<file path="src/rtl/key_event_decoder_if.sv">
// Key-event bundle between one push-button front end and its consumers.
// The slave side is the decoder; the master side owns the raw key line.
interface key_event_decoder_if;
  logic btn_n_i;
  logic pressed_o;
  logic short_pulse_o;
  logic long_pulse_o;
  logic repeat_pulse_o;

  modport master (
    output btn_n_i,
    input  pressed_o,
    input  short_pulse_o,
    input  long_pulse_o,
    input  repeat_pulse_o
  );

  modport slave (
    input  btn_n_i,
    output pressed_o,
    output short_pulse_o,
    output long_pulse_o,
    output repeat_pulse_o
  );
endinterface

</file>
<file path="src/rtl/key_event_decoder.sv">
// Synchronises and debounces one active-low key, then classifies each press
// as short, long, or long with auto-repeat using single-cycle event pulses.
//
// state       | meaning
// ------------+-----------------------------------------------------------
// IDLE        | key released and confirmed, waiting for a low sample
// DEB_PRESS   | key seen low, counting stable cycles before accepting it
// HELD        | press confirmed, hold timer running toward a long press
// LONG_HELD   | long press reported, repeat timer issuing auto-repeats
// DEB_RELEASE | key seen high, counting stable cycles before accepting it
module key_event_decoder #(
  parameter int unsigned DEBOUNCE_CYC = 1_000_000,
  parameter int unsigned LONG_CYC     = 50_000_000,
  parameter int unsigned REPEAT_CYC   = 10_000_000
) (
  input logic                clk_i,
  input logic                rst_i,
  key_event_decoder_if.slave key_if
);

  localparam int unsigned DEB_W  = $clog2(DEBOUNCE_CYC + 1);
  localparam int unsigned HOLD_W = $clog2(LONG_CYC + 1);
  localparam int unsigned REP_W  = $clog2(REPEAT_CYC + 1);

  localparam logic [DEB_W-1:0]  DEB_ONE   = DEB_W'(1);
  localparam logic [DEB_W-1:0]  DEB_LAST  = DEB_W'(DEBOUNCE_CYC);
  localparam logic [HOLD_W-1:0] HOLD_ONE  = HOLD_W'(1);
  localparam logic [HOLD_W-1:0] HOLD_LAST = HOLD_W'(LONG_CYC - 1);
  localparam logic [REP_W-1:0]  REP_ONE   = REP_W'(1);
  localparam logic [REP_W-1:0]  REP_LAST  = REP_W'(REPEAT_CYC - 1);

  typedef enum logic [2:0] {
    ST_IDLE,
    ST_DEB_PRESS,
    ST_HELD,
    ST_LONG_HELD,
    ST_DEB_RELEASE
  } state_e;

  state_e              state_q, state_d;
  logic                sync1_q, sync2_q;
  logic [DEB_W-1:0]    deb_cnt_q, deb_cnt_d;
  logic [HOLD_W-1:0]   hold_cnt_q, hold_cnt_d;
  logic [REP_W-1:0]    rep_cnt_q, rep_cnt_d;
  logic                long_q, long_d;
  logic                pressed_q, pressed_d;
  logic                short_pulse_q, short_pulse_d;
  logic                long_pulse_q, long_pulse_d;
  logic                repeat_pulse_q, repeat_pulse_d;
  logic                key_up;

  assign key_up = sync2_q;

  always_comb begin
    state_d        = state_q;
    deb_cnt_d      = deb_cnt_q;
    hold_cnt_d     = hold_cnt_q;
    rep_cnt_d      = rep_cnt_q;
    long_d         = long_q;
    pressed_d      = pressed_q;
    short_pulse_d  = 1'b0;
    long_pulse_d   = 1'b0;
    repeat_pulse_d = 1'b0;

    case (state_q)
      ST_IDLE: begin
        if (!key_up) begin
          state_d   = ST_DEB_PRESS;
          deb_cnt_d = DEB_ONE;
        end
      end

      ST_DEB_PRESS: begin
        if (key_up) begin
          state_d = ST_IDLE;
        end else if (deb_cnt_q == DEB_LAST) begin
          state_d    = ST_HELD;
          pressed_d  = 1'b1;
          hold_cnt_d = '0;
        end else begin
          deb_cnt_d = deb_cnt_q + DEB_ONE;
        end
      end

      // The cycle that sees the release still counts as a hold cycle, so the
      // long press slips only by the cycles actually spent in DEB_RELEASE.
      ST_HELD: begin
        if (hold_cnt_q == HOLD_LAST) begin
          long_pulse_d = 1'b1;
          long_d       = 1'b1;
          state_d      = ST_LONG_HELD;
          rep_cnt_d    = '0;
        end else begin
          hold_cnt_d = hold_cnt_q + HOLD_ONE;
          if (key_up) begin
            state_d   = ST_DEB_RELEASE;
            deb_cnt_d = DEB_ONE;
          end
        end
      end

      ST_LONG_HELD: begin
        if (rep_cnt_q == REP_LAST) begin
          repeat_pulse_d = 1'b1;
          rep_cnt_d      = '0;
        end else begin
          rep_cnt_d = rep_cnt_q + REP_ONE;
        end
        if (key_up) begin
          state_d   = ST_DEB_RELEASE;
          deb_cnt_d = DEB_ONE;
        end
      end

      ST_DEB_RELEASE: begin
        if (!key_up) begin
          state_d = long_q ? ST_LONG_HELD : ST_HELD;
        end else if (deb_cnt_q == DEB_LAST) begin
          state_d       = ST_IDLE;
          pressed_d     = 1'b0;
          short_pulse_d = !long_q;
          long_d        = 1'b0;
        end else begin
          deb_cnt_d = deb_cnt_q + DEB_ONE;
        end
      end

      default: begin
        state_d = ST_IDLE;
      end
    endcase
  end

  always_ff @(posedge clk_i) begin
    if (rst_i) begin
      sync1_q        <= 1'b1;
      sync2_q        <= 1'b1;
      state_q        <= ST_IDLE;
      deb_cnt_q      <= '0;
      hold_cnt_q     <= '0;
      rep_cnt_q      <= '0;
      long_q         <= 1'b0;
      pressed_q      <= 1'b0;
      short_pulse_q  <= 1'b0;
      long_pulse_q   <= 1'b0;
      repeat_pulse_q <= 1'b0;
    end else begin
      sync1_q        <= key_if.btn_n_i;
      sync2_q        <= sync1_q;
      state_q        <= state_d;
      deb_cnt_q      <= deb_cnt_d;
      hold_cnt_q     <= hold_cnt_d;
      rep_cnt_q      <= rep_cnt_d;
      long_q         <= long_d;
      pressed_q      <= pressed_d;
      short_pulse_q  <= short_pulse_d;
      long_pulse_q   <= long_pulse_d;
      repeat_pulse_q <= repeat_pulse_d;
    end
  end

  assign key_if.pressed_o      = pressed_q;
  assign key_if.short_pulse_o  = short_pulse_q;
  assign key_if.long_pulse_o   = long_pulse_q;
  assign key_if.repeat_pulse_o = repeat_pulse_q;

endmodule

</file>
<file path="src/flat_wrapper.sv">
// flat-port wrapper written by rule: the top's interface ports become plain ports
module key_event_decoder_flat 
#(
  parameter int unsigned DEBOUNCE_CYC = 1_000_000,
  parameter int unsigned LONG_CYC     = 50_000_000,
  parameter int unsigned REPEAT_CYC   = 10_000_000
)
  (clk_i, rst_i, key_if_btn_n_i, key_if_pressed_o, key_if_short_pulse_o, key_if_long_pulse_o, key_if_repeat_pulse_o);
  key_event_decoder_if key_if_i ();
  input logic clk_i;
  input logic rst_i;
  input wire logic [$bits(key_if_i.btn_n_i)-1:0] key_if_btn_n_i;
  output wire logic [$bits(key_if_i.pressed_o)-1:0] key_if_pressed_o;
  output wire logic [$bits(key_if_i.short_pulse_o)-1:0] key_if_short_pulse_o;
  output wire logic [$bits(key_if_i.long_pulse_o)-1:0] key_if_long_pulse_o;
  output wire logic [$bits(key_if_i.repeat_pulse_o)-1:0] key_if_repeat_pulse_o;
  assign key_if_i.btn_n_i = key_if_btn_n_i;
  assign key_if_pressed_o = key_if_i.pressed_o;
  assign key_if_short_pulse_o = key_if_i.short_pulse_o;
  assign key_if_long_pulse_o = key_if_i.long_pulse_o;
  assign key_if_repeat_pulse_o = key_if_i.repeat_pulse_o;
  key_event_decoder #(.DEBOUNCE_CYC(DEBOUNCE_CYC), .LONG_CYC(LONG_CYC), .REPEAT_CYC(REPEAT_CYC)) u_core (.clk_i(clk_i), .rst_i(rst_i), .key_if(key_if_i));
endmodule
</file>
<file path="config.mk">
export PLATFORM = sky130hd
export DESIGN_NAME = key_event_decoder_flat
export DESIGN_NICKNAME = d
export VERILOG_FILES = /design/src/rtl/key_event_decoder_if.sv /design/src/rtl/key_event_decoder.sv /design/src/flat_wrapper.sv
export SDC_FILE = /design/constraint.sdc
export NUM_CORES = 1
export LEC_CHECK = 0
export ABC_AREA = 1
export ABC_CLOCK_PERIOD_IN_PS = 3240
export CORE_MARGIN = 2
export CORE_UTILIZATION = 51
export DETAILED_ROUTE_END_ITERATION = 7
export MAX_ROUTING_LAYER = met4
export PLACE_DENSITY = 0.78
export SYNTH_ARGS = -nofsm -noshare
export SYNTH_HDL_FRONTEND = slang
export SYNTH_SLANG_ARGS = --single-unit
</file>
<file path="constraint.sdc">
create_clock -name clk_i -period 3.24 [get_ports clk_i]
set_clock_uncertainty 0.05 [all_clocks]
set_input_delay 0.648 -clock clk_i [delete_from_list [all_inputs] [get_ports clk_i]]
set_output_delay 0.648 -clock clk_i [all_outputs]
set_load 0.03 [all_outputs]
</file>
==> results of run 1 <==
==> power by group <==
group | total, W | switching [W] | internal (W) | leakage [nW]
clock | 0.000846 | 0.000375 | 0.000471 | 0.112
combinational | 0.0000792 | 0.0000597 | 0.0000195 | 1.05
sequential | 0.000990 | 0.00000484 | 0.000986 | 0.645
total | 0.00192 | 0.000440 | 0.00148 | 1.80
==> sequential cells by signal (all words and copies together) (netlist names) <==
signal	cells
u_core.key_if.short_pulse_o	1
u_core.deb_cnt_q	20
u_core.key_if.long_pulse_o	1
u_core.long_q	1
u_core.sync1_q	1
u_core.state_q	3
u_core.key_up	1
u_core.key_if.repeat_pulse_o	1
u_core.hold_cnt_q	26
u_core.rep_cnt_q	24
u_core.key_if.pressed_o	1
==> metal layers <==
layer  wire length (µm)  GRT usage (%)
met1               6130           34.3
met2               5540           36.6
met3                915           4.45
met4                238           9.02
met5                  0              -
==> worst reg2reg max path, stage by stage (launching register included) <==
cell and delay, ps:
dfxtp_1 440, ha_1 310, nand3_1 220, nor2_2 200, nand3_4 140, nand2_1 100
inv_1 310, nand2_1 160, a21oi_1 80
==> cells by family (layout without fill, tap and decap cells) <==
kind of cell	count (synthesis)	count (layout)	synth area share (%)
AOI/OAI and AO/OA	106	106	10.8
xor gates and xnor gates	12	12	2.00
adders and majority gates	4	4	0.952
buffers and inverters	106	104	8.37
DFF	80	80	30.5
and+or+nand+nor	569	569	47.4
==> final timing paths <==
kind                                     startpoint  slack, ps                                     end  cells after the start
hold / removal           u_core.long_q$_SDFFE_PP0P_        380  u_core.key_if.short_pulse_o$_SDFF_PP0_                      1
hold reg to reg          u_core.long_q$_SDFFE_PP0P_        380  u_core.key_if.short_pulse_o$_SDFF_PP0_                      1
setup / recovery  u_core.hold_cnt_q[0]$_SDFFE_PP0P_       1070       u_core.rep_cnt_q[22]$_SDFFE_PP0P_                      8
setup reg to reg  u_core.hold_cnt_q[0]$_SDFFE_PP0P_       1070       u_core.rep_cnt_q[22]$_SDFFE_PP0P_                      8
==> per-stage QoR <==
stage	cells	worst slack, ps	total power, W
floorplan	877	1520	0.00108
global placement	996	1100	0.00109
detailed placement	996	1080	0.00109
CTS	1011	1070	0.00193
global route	1011	830	0.00198
finish	1011	1070	0.00192
==> placed cells by master, fill, tap and decap left out, types with 3 or more instances in the layout <==
cell,Yosys,final
clkdlybuf4s50_1,0,5
nand4_1,25,25
nand2_1,278,278
nor2_1,130,130
nand3_1,82,82
o211ai_1,4,4
nand3_2,3,3
or2_2,6,6
inv_1,73,73
inv_2,6,6
dfxtp_1,80,80
clkbuf_8,0,11
nor2_2,5,5
ha_1,4,4
o21ai_0,18,18
nor2_4,4,4
nor3_1,22,22
a21oi_1,73,73
nand2_4,3,3
nor4_1,4,4
nand2_2,3,3
o21bai_1,5,5
xor2_1,10,10
==> final cells by class <==
cell class                      count  share of cell area, %
Inverter                           81                   5.49
Tap cell                          136                   3.05
Timing Repair Buffer                8                   1.25
Clock buffer                       12                   2.78
Sequential cell                    80                   28.7
Multi-Input combinational cell    691                   57.6
Clock inverter                      3                   1.16
==> qor.csv, run 1 <==
metric,value,unit
yosys.area.top_type,dfxtp_1,
final_util,54.8,%
tightest_slew,723,ps
cts_buffer_depth,2,
drc,0,
firstDrtPassIters,7,
routedWlPerCell,12.7,µm
hold_violations,0,
finalSetupTns,0,ps
hpwl,9.27,mm
cts_hold_buffers,0,
maxCapViolCount,0,
die-area,0.0111,mm²
viasPerCell,5.33,
initial_core_util,51.6,%
timing.hold.ws,379,ps
fin_crit_sh,67.0,%
fillers,1021,
yosysTopAreaCellShare,30.5,%
critical_path_class,register to register,
clock-sinks,80,
yosys-top-cells-area,"dfxtp_1 30%, nand2_1 20%, nor2_1 9.3%",
status,"finished, final reports clean",
startpoint_type,register,
grt_pass1_wl,22.1,mm
path_delay_family,simple AND/OR/NAND/NOR gates,
max_freq,461,MHz
slowest_delay,440,ps
period_needed,2170,ps
yosys_register_bits,80,
num_rows,37,
synth-edff-count,0,
vias,5385,
fin_area,0.00559,mm²
grt_max_degree,65,
async_reset_ff_share,0,%
relSlewSlack,51.8,%
totalWireLength,12.8,mm
coreArea,0.0102,mm²
crit_chain,ha_1 > nand3_1 > nor2_2 > nand3_4 > nand2_1 > inv_1 > nand2_1 > a21oi_1,
hold_class,register to register,
syn-num-nets,884,
port_buffers,6,
cts-buffers-inserted,9,
yosys.cell_count.top_type,nand2_1,
timing.final.max_slew_violations,0,
gp_congestion,0.941,
ctsResizeCount,0,
synth_ff_type,dfxtp_1,
syn2layout_area_growth,6.21,%
endpoint_kind,register,
antenna_found_initial,0,
die_w,106,µm
cts_tree,done,
fin_nets,878,
die_height,106,µm
grt_pass1_vias,4711,
cellPowerDensity,343,mW/mm²
htree_num_levels,3,
crit_buf_inv,1,
grt_util_all_layers,24.9,%
grt_overflow,0,
register_area,0.00160,mm²
arrival,2350,ps
ys_seq_area_share,30.5,%
path_max_fanout,24,
drt-initial-drc-count,503,
syn_inst,877,
clk_pin_slew,80,ps
syn_area,0.00526,mm²
dpl-instance-area,0.00537,mm²
ctsRootBufferMaster,clkbuf_8,
ys_top_cells_by_count,"278 x nand2_1, 130 x nor2_1, 82 x nand3_1",
n_antenna_cell,0,
clk_latency,380,ps
post_synth_num_cell_types,38,
post-cts-setup-buffer-count,0,
drive_above_1_share,6.06,%
final_antenna_net_count,0,
yosys_warnings,0,
setup_violations,0,
crit_top_cell,nand2_1,
worstPathRequired,3420,ps
io_pins,7,
cp_slowest_cell,dfxtp_1,
ir_worst_vdd,0.246,mV
leakage,1.80,nW
avgSynthCellArea,6.00,µm²
rsz0062_at_grt,false,
multiInputGateArea,0.00322,mm²
(Power assumes the default switching activity.)
==> inputs of run 2 (changes only) <==
--- a/config.mk
+++ b/config.mk
@@ -6,12 +6,12 @@
 export NUM_CORES = 1
 export LEC_CHECK = 0
 export ABC_AREA = 1
-export ABC_CLOCK_PERIOD_IN_PS = 3240
+export ABC_CLOCK_PERIOD_IN_PS = 1800
 export CORE_MARGIN = 2
 export CORE_UTILIZATION = 51
 export DETAILED_ROUTE_END_ITERATION = 7
 export MAX_ROUTING_LAYER = met4
-export PLACE_DENSITY = 0.78
+export PLACE_DENSITY = 0.81
 export SYNTH_ARGS = -nofsm -noshare
 export SYNTH_HDL_FRONTEND = slang
 export SYNTH_SLANG_ARGS = --single-unit
==> constraint.sdc (replaced) <==
create_clock -name clk_i -period 1.8 [get_ports clk_i]
set_clock_uncertainty 0.05 [all_clocks]
set_input_delay 0.36 -clock clk_i [delete_from_list [all_inputs] [get_ports clk_i]]
set_output_delay 0.36 -clock clk_i [all_outputs]
set_load 0.03 [all_outputs]
==> run 2 against run 1 <==
Compared with the run above: the flow now finishes with violations (setup timing); setup slack got worse by 1100 ps; hold slack lost 21 ps; sequential share of layout area fell by 2.9 points; fmax is 18% higher; via count grew 8.3%; core utilization grew 7.0 points; sequential power is 80% higher; final cell count up 6.1%; first-iteration DRC count fell by 9.1%; clock-buffer cell count increased by 1; total power up 81%.
==> qor.csv, run 2 (synthesis results as in run 1) <==
metric,value,unit
rsz0062_at_grt,true,
maxCapViolCount,0,
hold_class,register to register,
totalWireLength,14.3,mm
fin_ws,-33.4,ps
hpwl,9.78,mm
violations,setup timing,
crit_path_start,u_core.deb_cnt_q[0]$_SDFFE_PP0P_,
timing.hold.ws,358,ps
endpoint_kind,register,
timing.final.max_slew_violations,0,
period_needed,1830,ps
die-area,0.0111,mm²
fillers,966,
leakage,2.19,nW
coreArea,0.0102,mm²
worstPathRequired,2030,ps
ctsRootBufferMaster,clkbuf_8,
firstDrtPassIters,5,
port_buffers,6,
worst_r2r_startpoint,u_core.deb_cnt_q[0]$_SDFFE_PP0P_,
grt_max_degree,65,
critical_path_class,register to register,
reg_top3,"u_core.hold_cnt_q (26), u_core.rep_cnt_q (24), u_core.deb_cnt_q (20)",
status,"finished, violations left",
setup_violations,1,
grt_pass1_wl,23.2,mm
htree_num_levels,3,
cellPowerDensity,551,mW/mm²
tightest_slew,497,ps
setup.worst_path.end,u_core.deb_cnt_q[5]$_SDFFE_PP0P_,
startpoint_type,register,
routedWlPerCell,13.3,µm
cts_buffer_depth,2,
fin_nets,939,
initial_core_util,51.6,%
clk_pin_slew,90,ps
cts_tree,done,
hold_violations,0,
die_height,106,µm
final_common_cell,nand2_1,
largest_reg_flops,26,
fin_crit_sh,102,%
reg2reg_depth,10,
grt_overflow,0,
gp_congestion,0.964,
num_rows,37,
path_max_fanout,8,
relSlewSlack,66.8,%
arrival,2060,ps
clk_latency,370,ps
cts_hold_buffers,0,
die_w,106,µm
viasPerCell,5.44,
drive_above_1_share,17.2,%
ir_worst_vdd,0.308,mV
io_pins,7,
grt_util_all_layers,25.8,%
finalSetupTns,-33.4,ps
vias,5834,
r2r_setup_slack,-30,ps
worstReg2RegEnd,u_core.deb_cnt_q[5]$_SDFFE_PP0P_,
top_register,u_core.hold_cnt_q,
final_antenna_net_count,0,
drt-initial-drc-count,457,
layout_common_cells,"275 x nand2_1, 117 x nor2_1, 78 x nand3_1",
max_freq,545,MHz
drc,0,
n_antenna_cell,0,
clock-sinks,80,
syn2layout_area_growth,19.7,%
cts-buffers-inserted,9,
grt_pass1_vias,5125,
antenna_found_initial,0,
run 2: cell count changes in the layout (fill, tap and decap cells not counted), moves of 4 or more:
cell     before  now
a21oi_1      73   66
a21oi_2       2    9
buf_12        0    4
buf_4         2   58
dfxtp_1      80   66
dfxtp_2       0   12
nand3_1      82   78
nor2_1      130  117
nor2_2        5   13
nor2_4        4    9
run 2: final cells by class:
| class | count | area (µm²) | area share, % |
|---|---|---|---|
| tap | 136 | 170 | 2.70 |
| multi-input combinational | 692 | 3410 | 54.2 |
| timing repair buffer | 68 | 569 | 9.04 |
| clock inverter | 3 | 65.1 | 1.03 |
| inverter | 81 | 309 | 4.91 |
| sequential | 80 | 1620 | 25.8 |
| clock buffer | 13 | 149 | 2.36 |
run 2: worst min-delay path by stage:
stage,from,endpoint,slack (ps),cells after the start
global route,u_core.long_q$_SDFFE_PP0P_,u_core.key_if.short_pulse_o$_SDFF_PP0_,390,1
global placement,u_core.long_q$_SDFFE_PP0P_,u_core.key_if.short_pulse_o$_SDFF_PP0_,360,1
floorplan,u_core.sync1_q$_SDFF_PP1_,u_core.key_up$_SDFF_PP1_,340,1
finish,u_core.sync1_q$_SDFF_PP1_,u_core.key_up$_SDFF_PP1_,360,1
detailed placement,u_core.sync1_q$_SDFF_PP1_,u_core.key_up$_SDFF_PP1_,370,1
CTS,u_core.sync1_q$_SDFF_PP1_,u_core.key_up$_SDFF_PP1_,380,1
run 2: layer usage:
metal / global-route usage (%) / vias up / routed length [µm]
met4: 9.02 / 0 / 329
met1: 32.8 / 2639 / 6390
li1: - / 2951 / -
met5: - / - / 0
met3: 4.08 / 38 / 856
met2: 41.9 / 206 / 6750
run 2: stage by stage:
stage / util (%) / std cells / area (µm²) / power, W / setup slack (ps)
after floorplan: - / 877 / 5260 / 0.00194 / 77.8
after global placement: 57.1 / 1049 / 5810 / 0.00200 / 81.7
after detailed placement: 57.1 / 1049 / 5810 / 0.00200 / -3.18
after CTS: 59.2 / 1065 / 6030 / 0.00347 / -15.0
after global routing: 61.8 / 1073 / 6300 / 0.00360 / -170
final: 61.8 / 1073 / 6300 / 0.00347 / -33.4
run 2: timing repair:
action / in CTS / in global routing
setup buffers: 0 / 7
gates resized for setup: 1 / 63
cloned: 0 / 1
endpoints found under the setup margin: 2 / 65
pin swaps: 0 / 16
run 2: power by group:
part           leakage (nW)  internal (W)  switching, W
sequential            0.652       0.00177    0.00000809
clock                 0.108      0.000820      0.000669
combinational          1.43     0.0000689      0.000130
run 2: critical path, cell delays in order (launching register included):
cell and delay, ps:
dfxtp_4 370, inv_4 60, ha_4 130, nand3_4 90
nor3_4 190, nand4_1 230, nand2_2 170, nor2_4 70
buf_4 170, a21oi_2 140, nor2_1 60
